`config.mk`:
```
export PLATFORM = sky130hd
export DESIGN_NAME = regfile_writeback
export DESIGN_NICKNAME = d
export VERILOG_FILES = /design/src/rtl/regfile_writeback.sv
export SDC_FILE = /design/constraint.sdc
export NUM_CORES = 1
export LEC_CHECK = 0
export CORE_ASPECT_RATIO = 0.8
export CORE_MARGIN = 8
export CORE_UTILIZATION = 54
export CTS_CLUSTER_SIZE = 14
export DETAILED_ROUTE_END_ITERATION = 7
export PLACE_DENSITY = 0.88
export SYNTH_ARGS = -nofsm -noshare
export SYNTH_HDL_FRONTEND = slang
export SYNTH_SLANG_ARGS = --single-unit
```
`constraint.sdc`:
```
create_clock -name clock -period 4.9 [get_ports clock]
set_input_delay 0.735 -clock clock [delete_from_list [all_inputs] [get_ports clock]]
set_output_delay 0.735 -clock clock [all_outputs]
set_load 0.01 [all_outputs]
```
`src/rtl/regfile_writeback.sv`:
```
// regfile_writeback: arbitrates ALU results and FIFO-buffered load results onto the
// register file write port, and flags registers with a write still in flight.
module regfile_writeback #(
    parameter int XLEN  = 32,
    parameter int DEPTH = 4
) (
    input  logic            clock,
    input  logic            reset,
    input  logic            alu_valid,
    output logic            alu_ready,
    input  logic [4:0]      alu_rd,
    input  logic [XLEN-1:0] alu_data,
    input  logic            mem_valid,
    output logic            mem_ready,
    input  logic [4:0]      mem_rd,
    input  logic [XLEN-1:0] mem_data,
    output logic            regwrite,
    output logic [4:0]      write_reg,
    output logic [XLEN-1:0] write_data,
    input  logic [4:0]      query_reg1,
    input  logic [4:0]      query_reg2,
    output logic            busy1,
    output logic            busy2
);
    localparam int AW = $clog2(DEPTH);

    logic [4:0]      fifo_rd   [DEPTH];
    logic [XLEN-1:0] fifo_data [DEPTH];
    logic [AW:0]     wptr, rptr, count;
    logic [1:0]      starve_cnt;
    logic            empty, full, alu_hs, mem_hs, pop;
    logic [4:0]      head_rd;
    logic [XLEN-1:0] head_data;
    logic [DEPTH-1:0] hit1, hit2;

    assign count     = wptr - rptr;
    assign empty     = count == '0;
    assign full      = count == (AW+1)'(DEPTH);
    assign mem_ready = !full;
    assign alu_ready = !(starve_cnt == 2'd3 && !empty);
    assign alu_hs    = alu_valid && alu_ready;
    assign mem_hs    = mem_valid && mem_ready;
    assign pop       = !alu_hs && !empty;
    assign head_rd   = fifo_rd[rptr[AW-1:0]];
    assign head_data = fifo_data[rptr[AW-1:0]];

    // A slot is live when its distance from the read pointer is below the occupancy.
    for (genvar s = 0; s < DEPTH; s++) begin : g_slot
        logic [AW-1:0] offset;
        logic          live;
        assign offset  = AW'(s) - rptr[AW-1:0];
        assign live    = {1'b0, offset} < count;
        assign hit1[s] = live && fifo_rd[s] == query_reg1;
        assign hit2[s] = live && fifo_rd[s] == query_reg2;
    end

    assign busy1 = query_reg1 != '0 && (|hit1 || (regwrite && write_reg == query_reg1));
    assign busy2 = query_reg2 != '0 && (|hit2 || (regwrite && write_reg == query_reg2));

    always_ff @(posedge clock) begin
        if (mem_hs) begin
            fifo_rd[wptr[AW-1:0]]   <= mem_rd;
            fifo_data[wptr[AW-1:0]] <= mem_data;
        end
    end

    always_ff @(posedge clock or posedge reset) begin
        if (reset) begin
            wptr       <= '0;
            rptr       <= '0;
            starve_cnt <= '0;
            regwrite   <= 1'b0;
            write_reg  <= '0;
            write_data <= '0;
        end else begin
            if (mem_hs) wptr <= wptr + 1'b1;
            if (pop) rptr <= rptr + 1'b1;
            starve_cnt <= (pop || empty) ? 2'd0 : alu_hs ? starve_cnt + 2'd1 : starve_cnt;
            regwrite   <= alu_hs ? alu_rd != '0 : pop && head_rd != '0;
            // x0 results consume their slot but leave the write port holding its last value
            if (alu_hs && alu_rd != '0) begin
                write_reg  <= alu_rd;
                write_data <= alu_data;
            end else if (pop && head_rd != '0) begin
                write_reg  <= head_rd;
                write_data <= head_data;
            end
        end
    end
endmodule

```
==> metrics.csv <==
stage,metric,value,unit
power_and_ir_drop,Power Density,625,mW/mm^2
cells_and_area,fillers,998,
detailed_routing,drt via density,5.83,
floorplanning,I/O Pins,130,
power_and_ir_drop,switch share,0.352,
clocking,CTS Sinks,194,
sta,RSZ-0062 raised after global routing,no,
sta,final worst path period share,0.894,
cells_and_area,n_diodes,0,
global_routing,vias in the first global route,5711,
global_routing,initial antenna violation count,0,
setup_path,R2R Setup Slk,1.14,ns
global_routing,GRT Util Overall,0.211,
cells_and_area,ratio of cells with drive above 1 in the final layout,0.118,
setup_path,worst path bufs/invs,4,
setup_path,Critical Path Fanout Max,6,
floorplanning,Die Width,155,um
setup_path,critical path type,reg -> out,
sta,final hold slack,0.434,ns
sta,upper clock frequency limit,228,MHz
synthesis,Synth area leaders,"edfxtp_1 53%, dfrtp_1 14%, mux4_2 9.4%",
floorplanning,die area,0.0197,mm^2
synthesis,"Seq/Total Area, Yosys",0.671,
setup_path,CP Launch Type,flip-flop,
synthesis,"Cell Area, Synth",0.00834,mm^2
setup_path,CP dominant cell by count,inv_1,
detailed_routing,detailed-route DRC error count,0,
setup_path,cell family with most CP delay,adder cells,
detailed_routing,Starting DRT DRC Count,408,
hold_path,worst min-delay path category,reg -> reg,
power_and_ir_drop,Design Power,0.00646,W
global_routing,first-pass GRT wire length,31500,um
floorplanning,Die Ht,127,um
detailed_routing,router iterations before antenna repair,5,
synthesis,"count leader, synth",edfxtp_1,
synthesis,Yosys reg bits,194,
setup_path,crit path capture,busy1,
clocking,CTS Buf Count,17,
cells_and_area,Final nets,766,
power_and_ir_drop,Internal Power,0.00418,W
sta,Fin. Hold Viols,0,
setup_path,CP Cell Sequence,inv_1 -> ha_1 -> inv_1 -> fa_1 -> inv_1 -> ha_1 -> nor2b_1 -> o21ai_0 -> nand4_1 -> nor3_1 -> o22a_1 -> clkdlybuf4s50_1,
sta,post-route minimum period,4.38,ns
setup_path,Slowest Stage Delay on Critical Path,0.55,ns
power_and_ir_drop,power share of the sequential group,0.399,
floorplanning,Initial Util,0.554,
global_routing,largest net degree at the start of global routing,75,
clocking,CTS tree,built,
sta,Setup Skew,0.0128,ns
synthesis,most area-hungry cell type in the Yosys netlist,edfxtp_1,
cells_and_area,number of flip-flops in the largest register,128,
clocking,post_cts resized,0,
clocking,CTS Root Cell,clkbuf_16,
global_routing,total gr overflow,0,
sta,Max-slew headroom,0.236,
run,Max Cap Viol,0,
power_and_ir_drop,P_leak,3.68,nW
setup_path,Worst Setup SP,wptr[0]$_DFFE_PP0P_,
power_and_ir_drop,clock share of power,0.205,
power_and_ir_drop,Psw,0.00227,W
clocking,worst skew pair latency,0.44,ns
sta,Final Setup Violations,0,
synthesis,cells after synthesis,544,
synthesis,share of the synthesized area in the top cell type,0.533,
place,Final Wtd Congestion,0.979,
detailed_routing,WL per Instance,22.9,um
synthesis,net count after synthesis,647,
setup_path,critical path data arrival time,3.64,ns
setup_path,Critical R2R Launch,wptr[0]$_DFFE_PP0P_,
setup_path,r2r endpoint,write_reg[2]$_DFFE_PP0P_,
synthesis,Yosys Warn Count,0,
detailed_routing,antenna-violating nets left,0,
power_and_ir_drop,peak supply drop,0.343,mV
floorplanning,core footprint,0.0151,mm^2
synthesis,Post-synth ARST share,0.237,
detailed_routing,final WL,20300,um
clocking,Post-CTS Hold Buffers,0,
place,DP HPWL,13000,um
sta,Fin Setup TNS,0,ns
clocking,Clock transition at path regs,0.07,ns
clocking,Clock Tree Buf Depth,2,
synthesis,Post-synth EDFFs,148,
clocking,# H-tree levels,4,
setup_path,Setup crit end kind,output pin,
setup_path,critical path depth in cells,12,
sta,slew of the pin with the lowest slew margin,1.14,ns
detailed_routing,Vias,5166,
cells_and_area,area grow syn2layout,23.8,%
floorplanning,Placement Rows,40,
synthesis,post-synth cell types,38,
setup_path,slowest CP cell,clkdlybuf4s50_1,
clocking,# Post-CTS Setup Buffers,0,
sta,final-report max-slew violation count,0,
synthesis,Mean Syn Cell Area,15.3,um^2
synthesis,synth cell count leaders,"148 x edfxtp_1, 70 x nand2_1, 46 x dfrtp_1",
power_and_ir_drop,combinational power share,0.396,
setup_path,reg2reg path depth,9,
synthesis,top_reg_cell synth,edfxtp_1,
setup_path,WP data required,4.16,ns
place,Port Buffer Count,129,
outcome,outcome,finished clean,
==> metrics by stage <==
step | utilization | instance area, um^2 | cells | worst slack [ns]
final | 0.686 | 10300 | 886 | 0.522
after global routing | 0.686 | 10300 | 886 | 0.282
after CTS | 0.686 | 10300 | 886 | 0.525
after detailed placement | 0.649 | 9770 | 854 | 1.00
after global placement | 0.649 | 9770 | 854 | 1.14
after floorplan | - | 8340 | 544 | 1.18
==> worst reg2reg max path: stages, from the launching register on <==
cell     delay, ns
dfrtp_1       0.43
inv_1         0.20
ha_1          0.19
inv_1         0.05
fa_1          0.35
xor3_1        0.50
a21oi_1       0.88
o21ai_4       0.57
nand2_4       0.19
mux2_4        0.30
==> final cells by class <==
class                           count  area (um^2)  area share
Clock buffer                       18          429      0.0416
Clock inverter                     14          128      0.0124
Inverter                            8         30.0     0.00291
Multi-Input combinational cell    309         2560       0.248
Sequential cell                   194         5600       0.542
Tap cell                          210          263      0.0254
Timing Repair Buffer              133         1320       0.128
==> logic make-up (layout without fill, tap and decap cells) <==
kind of cell,count (synthesis),count (layout),share of synthesized area
AO/OA/AOI/OAI,54,54,0.0424
multiplexers,38,38,0.103
buffers and inverters,41,173,0.0234
adder cells (fa/ha/maj),15,15,0.0234
flip-flops,194,194,0.671
AND/OR/NAND/NOR,147,147,0.0781
XOR/XNOR,55,55,0.0595
==> how the worst min path moves through the flow <==
stage | startpoint | to | slack, ns | depth (start not counted)
after floorplan | starve_cnt[0]$_DFFE_PP0P_ | starve_cnt[0]$_DFFE_PP0P_ | 0.41 | 1
after global placement | starve_cnt[0]$_DFFE_PP0P_ | starve_cnt[0]$_DFFE_PP0P_ | 0.42 | 1
after detailed placement | starve_cnt[0]$_DFFE_PP0P_ | starve_cnt[0]$_DFFE_PP0P_ | 0.43 | 1
after CTS | starve_cnt[0]$_DFFE_PP0P_ | starve_cnt[0]$_DFFE_PP0P_ | 0.44 | 1
after global routing | starve_cnt[0]$_DFFE_PP0P_ | starve_cnt[0]$_DFFE_PP0P_ | 0.46 | 1
final | starve_cnt[0]$_DFFE_PP0P_ | starve_cnt[0]$_DFFE_PP0P_ | 0.43 | 1
==> cells in the final DEF, fill, tap and decap left out, types with 2 or more instances in the layout <==
cell / count
inv_6: 4
ha_1: 14
or4_1: 3
nand3_1: 2
buf_4: 4
nor4_1: 2
and3_2: 4
dfrtp_2: 2
mux4_2: 35
a21oi_1: 5
nand2_1: 70
clkinv_1: 2
a22oi_1: 4
inv_1: 7
o22a_1: 2
clkdlybuf4s50_1: 129
clkinv_2: 2
o21ai_0: 6
nor2b_1: 5
nand4_1: 10
clkinv_4: 3
a31oi_1: 32
dfrtp_1: 44
clkbuf_16: 17
xnor2_1: 23
nor3_1: 8
xor2_1: 31
edfxtp_1: 148
nor2_1: 38
mux4_1: 2
==> routing by layer <==
metal / GRT usage / vias to the layer above / routed length [um]
met1: 0.272 / 2594 / 8370
li1: - / 2277 / -
met2: 0.338 / 262 / 9640
met4: 0.0782 / 0 / 433
met5: 0 / - / 0
met3: 0.0603 / 33 / 1840
==> power groups by stage <==
stage	clock, W	combinational, W	sequential, W
after floorplan	0	0.00157	0.00261
after global placement	0	0.00247	0.00256
after detailed placement	0	0.00255	0.00260
after CTS	0.00135	0.00258	0.00258
after global routing	0.00140	0.00278	0.00262
final	0.00133	0.00256	0.00258
No activity file was read; power rests on OpenSTA's default activity.
